File: src/rtl/pixel_readout_buffer_if.sv
// rtl/pixel_readout_buffer_if.sv - pixel stream handshake bundle
// Purpose: carries the unpacked pixel stream with valid/ready handshake and frame tags.
// Signals:
//   pix_data  - current pixel (low byte of the head word first, then high byte)
//   pix_valid - pix_data/pix_sof/pix_eof are valid
//   pix_ready - consumer accepts the pixel when pix_valid && pix_ready at a rising edge
//   pix_sof   - first pixel of a frame
//   pix_eof   - last pixel of a frame
// Modports: master (the buffer drives the stream), slave (the consumer).
interface pixel_readout_buffer_if #(
  parameter int PIX_W = 8
);
  logic [PIX_W-1:0] pix_data;
  logic             pix_valid;
  logic             pix_ready;
  logic             pix_sof;
  logic             pix_eof;

  modport master (output pix_data, pix_valid, pix_sof, pix_eof, input pix_ready);
  modport slave  (input pix_data, pix_valid, pix_sof, pix_eof, output pix_ready);
endinterface

File: src/rtl/pixel_readout_buffer.sv
// rtl/pixel_readout_buffer.sv - captures READ1/READ2 words, buffers them, streams pixels
// Purpose: latches the pixel array word on each read phase, queues tagged words in a
//   small FIFO and unpacks each word into two pixels with start/end-of-frame tags.
// Ports:
//   clk, rst     - rising-edge clock, asynchronous active-high reset
//   read1, read2 - read phase strobes; the word is pushed on the strobe's falling edge
//   erase        - rising edge starts a new frame and clears the sticky flags
//   data_in      - pixel array output word
//   pix          - pixel stream (master modport)
//   overflow     - sticky: a word was dropped because the FIFO was full
//   proto_err    - sticky: both strobes high together, or out-of-order read phases
//   level        - number of words in the FIFO (a half-consumed word still counts)
//   frame_cnt, drop_cnt - only present when PIXEL_READOUT_STATS_EN is defined
// Optional feature macro: PIXEL_READOUT_STATS_EN
module pixel_readout_buffer #(
  parameter int DATA_W     = 16,
  parameter int PIX_W      = 8,
  parameter int FIFO_DEPTH = 4
) (
  input  logic                        clk,
  input  logic                        rst,
  input  logic                        read1,
  input  logic                        read2,
  input  logic                        erase,
  input  logic [DATA_W-1:0]           data_in,
  pixel_readout_buffer_if.master      pix,
  output logic                        overflow,
  output logic                        proto_err,
  output logic [$clog2(FIFO_DEPTH):0] level
`ifdef PIXEL_READOUT_STATS_EN
  ,
  output logic [15:0]                 frame_cnt,
  output logic [7:0]                  drop_cnt
`endif
);

  localparam int AW = $clog2(FIFO_DEPTH);
  localparam logic [AW:0] PTR_ONE = (AW+1)'(1);

  typedef enum logic {IDLE, GOT_R1} frame_state_e;

  frame_state_e      state_q, state_d;
  logic              seq_err;
  logic              read1_d, read2_d, erase_d;
  logic              poison;
  logic [DATA_W-1:0] hold;
  logic              hold_tag;
  logic [DATA_W:0]   mem [FIFO_DEPTH];
  logic [AW:0]       wr_ptr, rd_ptr;
  logic              byte_sel;
  logic [DATA_W:0]   head;
  logic              push_req, push_ok, drop, pop, accept;
  logic              empty, full, erase_rise, both;

  assign both       = read1 & read2;
  assign erase_rise = erase & ~erase_d;
  // A strobe that overlapped its sibling poisons the phase until both strobes are low,
  // so the falling edges that follow a collision never push a word.
  assign push_req   = ((read1_d & ~read1) | (read2_d & ~read2)) & ~poison;

  assign level  = wr_ptr - rd_ptr;
  assign empty  = (wr_ptr == rd_ptr);
  assign full   = (wr_ptr[AW] != rd_ptr[AW]) && (wr_ptr[AW-1:0] == rd_ptr[AW-1:0]);
  assign head   = mem[rd_ptr[AW-1:0]];
  assign accept = pix.pix_valid & pix.pix_ready;
  assign pop    = accept & byte_sel;
  // A simultaneous pop frees the slot, so a full FIFO still takes the word.
  assign push_ok = push_req & (~full | pop);
  assign drop    = push_req & full & ~pop;

  // Outputs are gated by empty so the never-reset storage cannot leak onto the bus.
  assign pix.pix_valid = ~empty;
  assign pix.pix_data  = empty ? '0 : (byte_sel ? head[2*PIX_W-1:PIX_W] : head[PIX_W-1:0]);
  assign pix.pix_sof   = ~empty & ~byte_sel & ~head[DATA_W];
  assign pix.pix_eof   = ~empty & byte_sel & head[DATA_W];

  always_comb begin
    state_d = state_q;
    seq_err = 1'b0;
    if (push_req) begin
      case (state_q)
        IDLE: begin
          if (!hold_tag) state_d = GOT_R1;
          else           seq_err = 1'b1;
        end
        GOT_R1: begin
          if (hold_tag) state_d = IDLE;
          else          seq_err = 1'b1;
        end
        default: state_d = IDLE;
      endcase
    end
    if (erase_rise) state_d = IDLE;
  end

  always_ff @(posedge clk or posedge rst) begin
    if (rst) state_q <= IDLE;
    else     state_q <= state_d;
  end

  always_ff @(posedge clk or posedge rst) begin
    if (rst) begin
      read1_d   <= 1'b0;
      read2_d   <= 1'b0;
      erase_d   <= 1'b0;
      poison    <= 1'b0;
      hold      <= '0;
      hold_tag  <= 1'b0;
      wr_ptr    <= '0;
      rd_ptr    <= '0;
      byte_sel  <= 1'b0;
      overflow  <= 1'b0;
      proto_err <= 1'b0;
    end else begin
      read1_d <= read1;
      read2_d <= read2;
      erase_d <= erase;

      if (both)                poison <= 1'b1;
      else if (!read1 && !read2) poison <= 1'b0;

      if (read1 ^ read2) begin
        hold     <= data_in;
        hold_tag <= read2;
      end

      if (push_ok) wr_ptr <= wr_ptr + PTR_ONE;
      if (pop)     rd_ptr <= rd_ptr + PTR_ONE;
      if (accept)  byte_sel <= ~byte_sel;

      // Clears come first so an error on the erase edge itself is still recorded.
      if (erase_rise) begin
        overflow  <= 1'b0;
        proto_err <= 1'b0;
      end
      if (drop)           overflow  <= 1'b1;
      if (both || seq_err) proto_err <= 1'b1;
    end
  end

  always_ff @(posedge clk) begin
    if (push_ok) mem[wr_ptr[AW-1:0]] <= {hold_tag, hold};
  end

`ifdef PIXEL_READOUT_STATS_EN
  always_ff @(posedge clk or posedge rst) begin
    if (rst) begin
      frame_cnt <= '0;
      drop_cnt  <= '0;
    end else begin
      if (accept && pix.pix_eof)   frame_cnt <= frame_cnt + 16'd1;
      if (drop && drop_cnt != 8'hFF) drop_cnt <= drop_cnt + 8'd1;
    end
  end
`else
`endif

endmodule

File: src/flat_wrapper.sv
// flat-port wrapper written by rule: the top's interface ports become plain ports
module pixel_readout_buffer_flat 
#(
  parameter int DATA_W     = 16,
  parameter int PIX_W      = 8,
  parameter int FIFO_DEPTH = 4
)
  (clk, rst, read1, read2, erase, data_in, overflow, proto_err, level, pix_pix_data, pix_pix_valid, pix_pix_sof, pix_pix_eof, pix_pix_ready);
  pixel_readout_buffer_if #(.PIX_W(PIX_W)) pix_i ();
  input  logic clk;
  input  logic rst;
  input  logic read1;
  input  logic read2;
  input  logic erase;
  input  logic [DATA_W-1:0] data_in;
  output logic overflow;
  output logic proto_err;
  output logic [$clog2(FIFO_DEPTH):0] level;
  output wire logic [$bits(pix_i.pix_data)-1:0] pix_pix_data;
  output wire logic [$bits(pix_i.pix_valid)-1:0] pix_pix_valid;
  output wire logic [$bits(pix_i.pix_sof)-1:0] pix_pix_sof;
  output wire logic [$bits(pix_i.pix_eof)-1:0] pix_pix_eof;
  input wire logic [$bits(pix_i.pix_ready)-1:0] pix_pix_ready;
  assign pix_pix_data = pix_i.pix_data;
  assign pix_pix_valid = pix_i.pix_valid;
  assign pix_pix_sof = pix_i.pix_sof;
  assign pix_pix_eof = pix_i.pix_eof;
  assign pix_i.pix_ready = pix_pix_ready;
  pixel_readout_buffer #(.DATA_W(DATA_W), .PIX_W(PIX_W), .FIFO_DEPTH(FIFO_DEPTH)) u_core (.clk(clk), .rst(rst), .read1(read1), .read2(read2), .erase(erase), .data_in(data_in), .pix(pix_i), .overflow(overflow), .proto_err(proto_err), .level(level));
endmodule
File: config.mk
export PLATFORM = sky130hd
export DESIGN_NAME = pixel_readout_buffer_flat
export DESIGN_NICKNAME = d
export VERILOG_FILES = /design/src/rtl/pixel_readout_buffer_if.sv /design/src/rtl/pixel_readout_buffer.sv /design/src/flat_wrapper.sv
export SDC_FILE = /design/constraint.sdc
export NUM_CORES = 1
export LEC_CHECK = 0
export BUFFER_PORTS_ARGS = -buffer_cell sky130_fd_sc_hd__buf_2
export CAP_MARGIN = 20
export CELL_PAD_IN_SITES_DETAIL_PLACEMENT = 0
export CELL_PAD_IN_SITES_GLOBAL_PLACEMENT = 1
export CORE_ASPECT_RATIO = 0.7
export CORE_MARGIN = 5
export CORE_UTILIZATION = 45
export CTS_BUF_LIST = sky130_fd_sc_hd__clkbuf_16
export DETAILED_ROUTE_END_ITERATION = 10
export GPL_ROUTABILITY_DRIVEN = 0
export PLACE_DENSITY_LB_ADDON = 0.3
export SLEW_MARGIN = 10
export SYNTH_ARGS = -nofsm -noshare
export SYNTH_HDL_FRONTEND = slang
export SYNTH_SLANG_ARGS = --single-unit
File: constraint.sdc
create_clock -name clk -period 2.92 [get_ports clk]
set_input_delay 0.584 -clock clk [delete_from_list [all_inputs] [get_ports clk]]
set_output_delay 0.584 -clock clk [all_outputs]
set_load 0.03 [all_outputs]
==> key figures <==
STA
  – Period utilisation layout: 96.0%
  – Worst slew pin tran: approximately 440 ps
  – Post-Route Skew: 6.44 ps
  – Max frequency: 0.357 GHz
  – Slew headroom: a little under three quarters
  – Endpoints failing setup: 0
  – Crit path time final: roughly 2800 ps
  – RSZ-0062 raised after global routing: no
  – Hold slack: approximately 340 ps
  – Hold Vio Cnt, Final: 0
  – Final Max Tran Viols: 0

Place
  – Final HPWL DP: roughly 4700 µm
  – Post-Place Cell Area: ~4500 µm²
  – PortBufs: 37
  – Placed cells: approximately 400

Finish
  – Final instance area: 4780 µm²
  – Fin nets: slightly above 300
  – Area delta synth->final: 19.4%
  – Layout Cells excl Fill: 405
  – Antenna diode count: 0
  – Fraction of layout cells with a size suffix above 1: between 30 and 40%

Clocking
  – CTS tree: yes
  – CTS H-tree depth: 3
  – TritonCTS Buffers: 9
  – CTS Buffer Depth: 2
  – Clk_lat worst skew: roughly 340 ps
  – Post-CTS setup buffer count: 0
  – CTS root buf: clkbuf_16
  – Clock-pin slew of the registers on the worst-case setup and hold paths: approximately 70 ps
  – Clock sinks: between 90 and 100
  – Hold-fix buffers, CTS: 0

Power
  – Worst vdd ir: 0.546 mV
  – Leakage: ~1.9 nW
  – Cell Pwr Density: around 1100 nW/µm²
  – Power Total: about 5.5 mW

Critical path
  – Startpoint types: flip-flop
  – Critical path type: reg2out
  – Slowest CP cell: dfrtp_1
  – WP data arrival: between 2000 and 2500 ps
  – Critical path capture point type: output pin
  – RR Startpoint: u_core.wr_ptr[0]$_DFFE_PP0P_
  – Crit-path max cell delay: around 400 ps
  – CP Launch Point: u_core.wr_ptr[0]$_DFFE_PP0P_
  – CP required: 2340 ps
  – Worst path cell trace: inv_1, ha_1, and3_2, a221o_1, a221oi_4, clkbuf_4
  – Worst Path Max Fanout: 10

Worst hold path
  – Hold Crit Class: in2async

Job
  – Max_cap viols: 0

Route
  – 1st-iter DRT viols: about 100
  – DRC: 0
  – Total routed wirelength: between 7000 and 8000 µm
  – DRT antenna net count: 0
  – Drt pass-1 iters: 4
  – Via density: 5.15
  – Routed vias: between 2000 and 2500
  – DR WL/cell: 18.4 µm

Yosys
  – Top cell type's share of synthesized area: roughly 51%
  – Mapped Area: around 4000 µm²
  – Synth Instances: approximately 230
  – Most frequent cell after synthesis: edfxtp_1
  – Post-synth top cells: edfxtp_1 (68), mux2i_1 (32), dfrtp_1 (31)
  – Area contributors post-synth: edfxtp_1 (51%), dfrtp_1 (19%), mux2i_1 (8.0%), mux2_2 (5.1%), ha_1 (2.5%)
  – Flops & latches, synth: between 90 and 100
  – Synth unique cells: 35
  – YS warnings: 0
  – Cell taking the most area after synthesis: edfxtp_1
  – Async SR Flop Fraction: 31.3%
  – Register area share after synthesis: 70.4%
  – Post-Syn Nets: 262
  – Mean Syn Cell Area: 17.3 µm²
  – Post-synth EDFFs: just under 70
  – Ys flop type: edfxtp_1

Die
  – # IOs: 38
  – Die area: 10900 µm²
  – Die Span Y: roughly 89 µm
  – Core area: roughly 8500 µm²
  – Initial Util: 46.8%
  – Row count: 28
  – Chip Width: roughly 120 µm

GRT
  – Global route overflow: 0
  – Largest net degree at the start of global routing: 37
  – Initial antenna violation count: 0
  – Vias in the first global route: between 2000 and 2500
  – All-Layer GR Usage: 15.0%
  – Global-route wire length before repair: 11700 µm

Status
  – Outcome: finished, final reports clean
## state kept, by name, indices dropped and copies added, names as in the netlist
| register | count |
|---|---|
| u_core.proto_err | 1 |
| u_core.byte_sel | 1 |
| u_core.state_q | 1 |
| u_core.wr_ptr | 3 |
| u_core.poison | 1 |
| u_core.hold | 16 |
| u_core.mem | 68 |
| u_core.read1_d | 1 |
| u_core.hold_tag | 1 |
| u_core.read2_d | 1 |
| u_core.overflow | 1 |
| u_core.erase_d | 1 |
| u_core.rd_ptr | 3 |
## logic make-up after synthesis
group / Yosys count / synth area share, %
flops: 99 / 70.4
simple gates: 22 / 3.22
xor+xnor: 8 / 1.75
mux: 52 / 14.0
compound gates: 21 / 5.03
buf+inv: 20 / 2.59
fa+ha+maj: 9 / 3.00
## cell type report
| type | instances | area (µm²) |
|---|---|---|
| clock inverter | 7 | 61.3 |
| multi-input combinational | 112 | 1200 |
| clock buffer | 9 | 225 |
| tap | 120 | 150 |
| sequential | 99 | 2820 |
| inverter | 9 | 33.8 |
| timing repair buffer | 49 | 290 |
| fill | 706 | 3770 |
## report_power, final
part / total [mW] / switching (mW) / leakage [nW] / internal [mW]
clock: 1.13 / 0.481 / 0.141 / 0.653
combinational: 2.39 / 1.46 / 0.771 / 0.931
sequential: 1.96 / 0.148 / 0.984 / 1.81
total: 5.48 / 2.09 / 1.90 / 3.39
## stage by stage
stage                     utilization, %  setup TNS (ps)  setup WS, ps
after floorplan                        -           -1.46         -1.46
after global placement              52.5               0           422
after detailed placement            52.5               0           394
after CTS                           55.9               0          7.57
after global routing                55.9               0          1.16
final                               55.9               0           117
## per-layer routing
layer / GRT usage, % / share of wire, %
met3: 4.81 / 4.5
met4: 4.57 / 0.51
met1: 22.3 / 51
met5: 0 / 0
met2: 21.0 / 44
## final timing paths
check | end | slack [ps] | cells past startpoint
max | pix_pix_data[7] | 120 | 6
min | u_core.hold[12]$_DFFE_PP0P_ | 340 | 3
min reg2reg | u_core.rd_ptr[2]$_DFFE_PP0P_ | 490 | 1
max in group asynchronous | u_core.rd_ptr[1]$_DFFE_PP0P_ | 2240 | 3
max reg2reg | u_core.mem[3][7]$_DFFE_PP_ | 1070 | 5
min in group clk | u_core.read1_d$_DFF_PP0_ | 380 | 1
## cells in the final DEF (no fill, tap or decap), drive strengths merged
cell      instances
xnor2             6
nor3              1
and3              6
nand3             2
inv              11
o21ai             1
nand4             1
clkinvlp          2
a22o              1
clkbuf           10
bufinv            1
nand2b            2
edfxtp           68
xor2              2
mux2             19
nand2             3
nor2b             2
dfrtp            31
nand4b            1
clkinv            2
nor2              2
a221oi            9
buf              48
mux2i            32
fa                1
mux4              1
a21oi             1
ha                8
a221o             9
and2              2
## worst max-delay path, delay by kind of cell, from the launching register on
kind | cells | cell delay [ps]
AO/OA/AOI/OAI | 2 | 550
adder cells (fa/ha/maj) | 1 | 280
AND/OR/NAND/NOR | 1 | 280
flip-flops | 1 | 400
buffers and inverters | 2 | 380
## what timing repair did
action	CTS	global route
resized for setup	0	2
hold endpoints to repair	0	0
endpoints found under the setup margin	0	8
(Power assumes the default switching activity.)
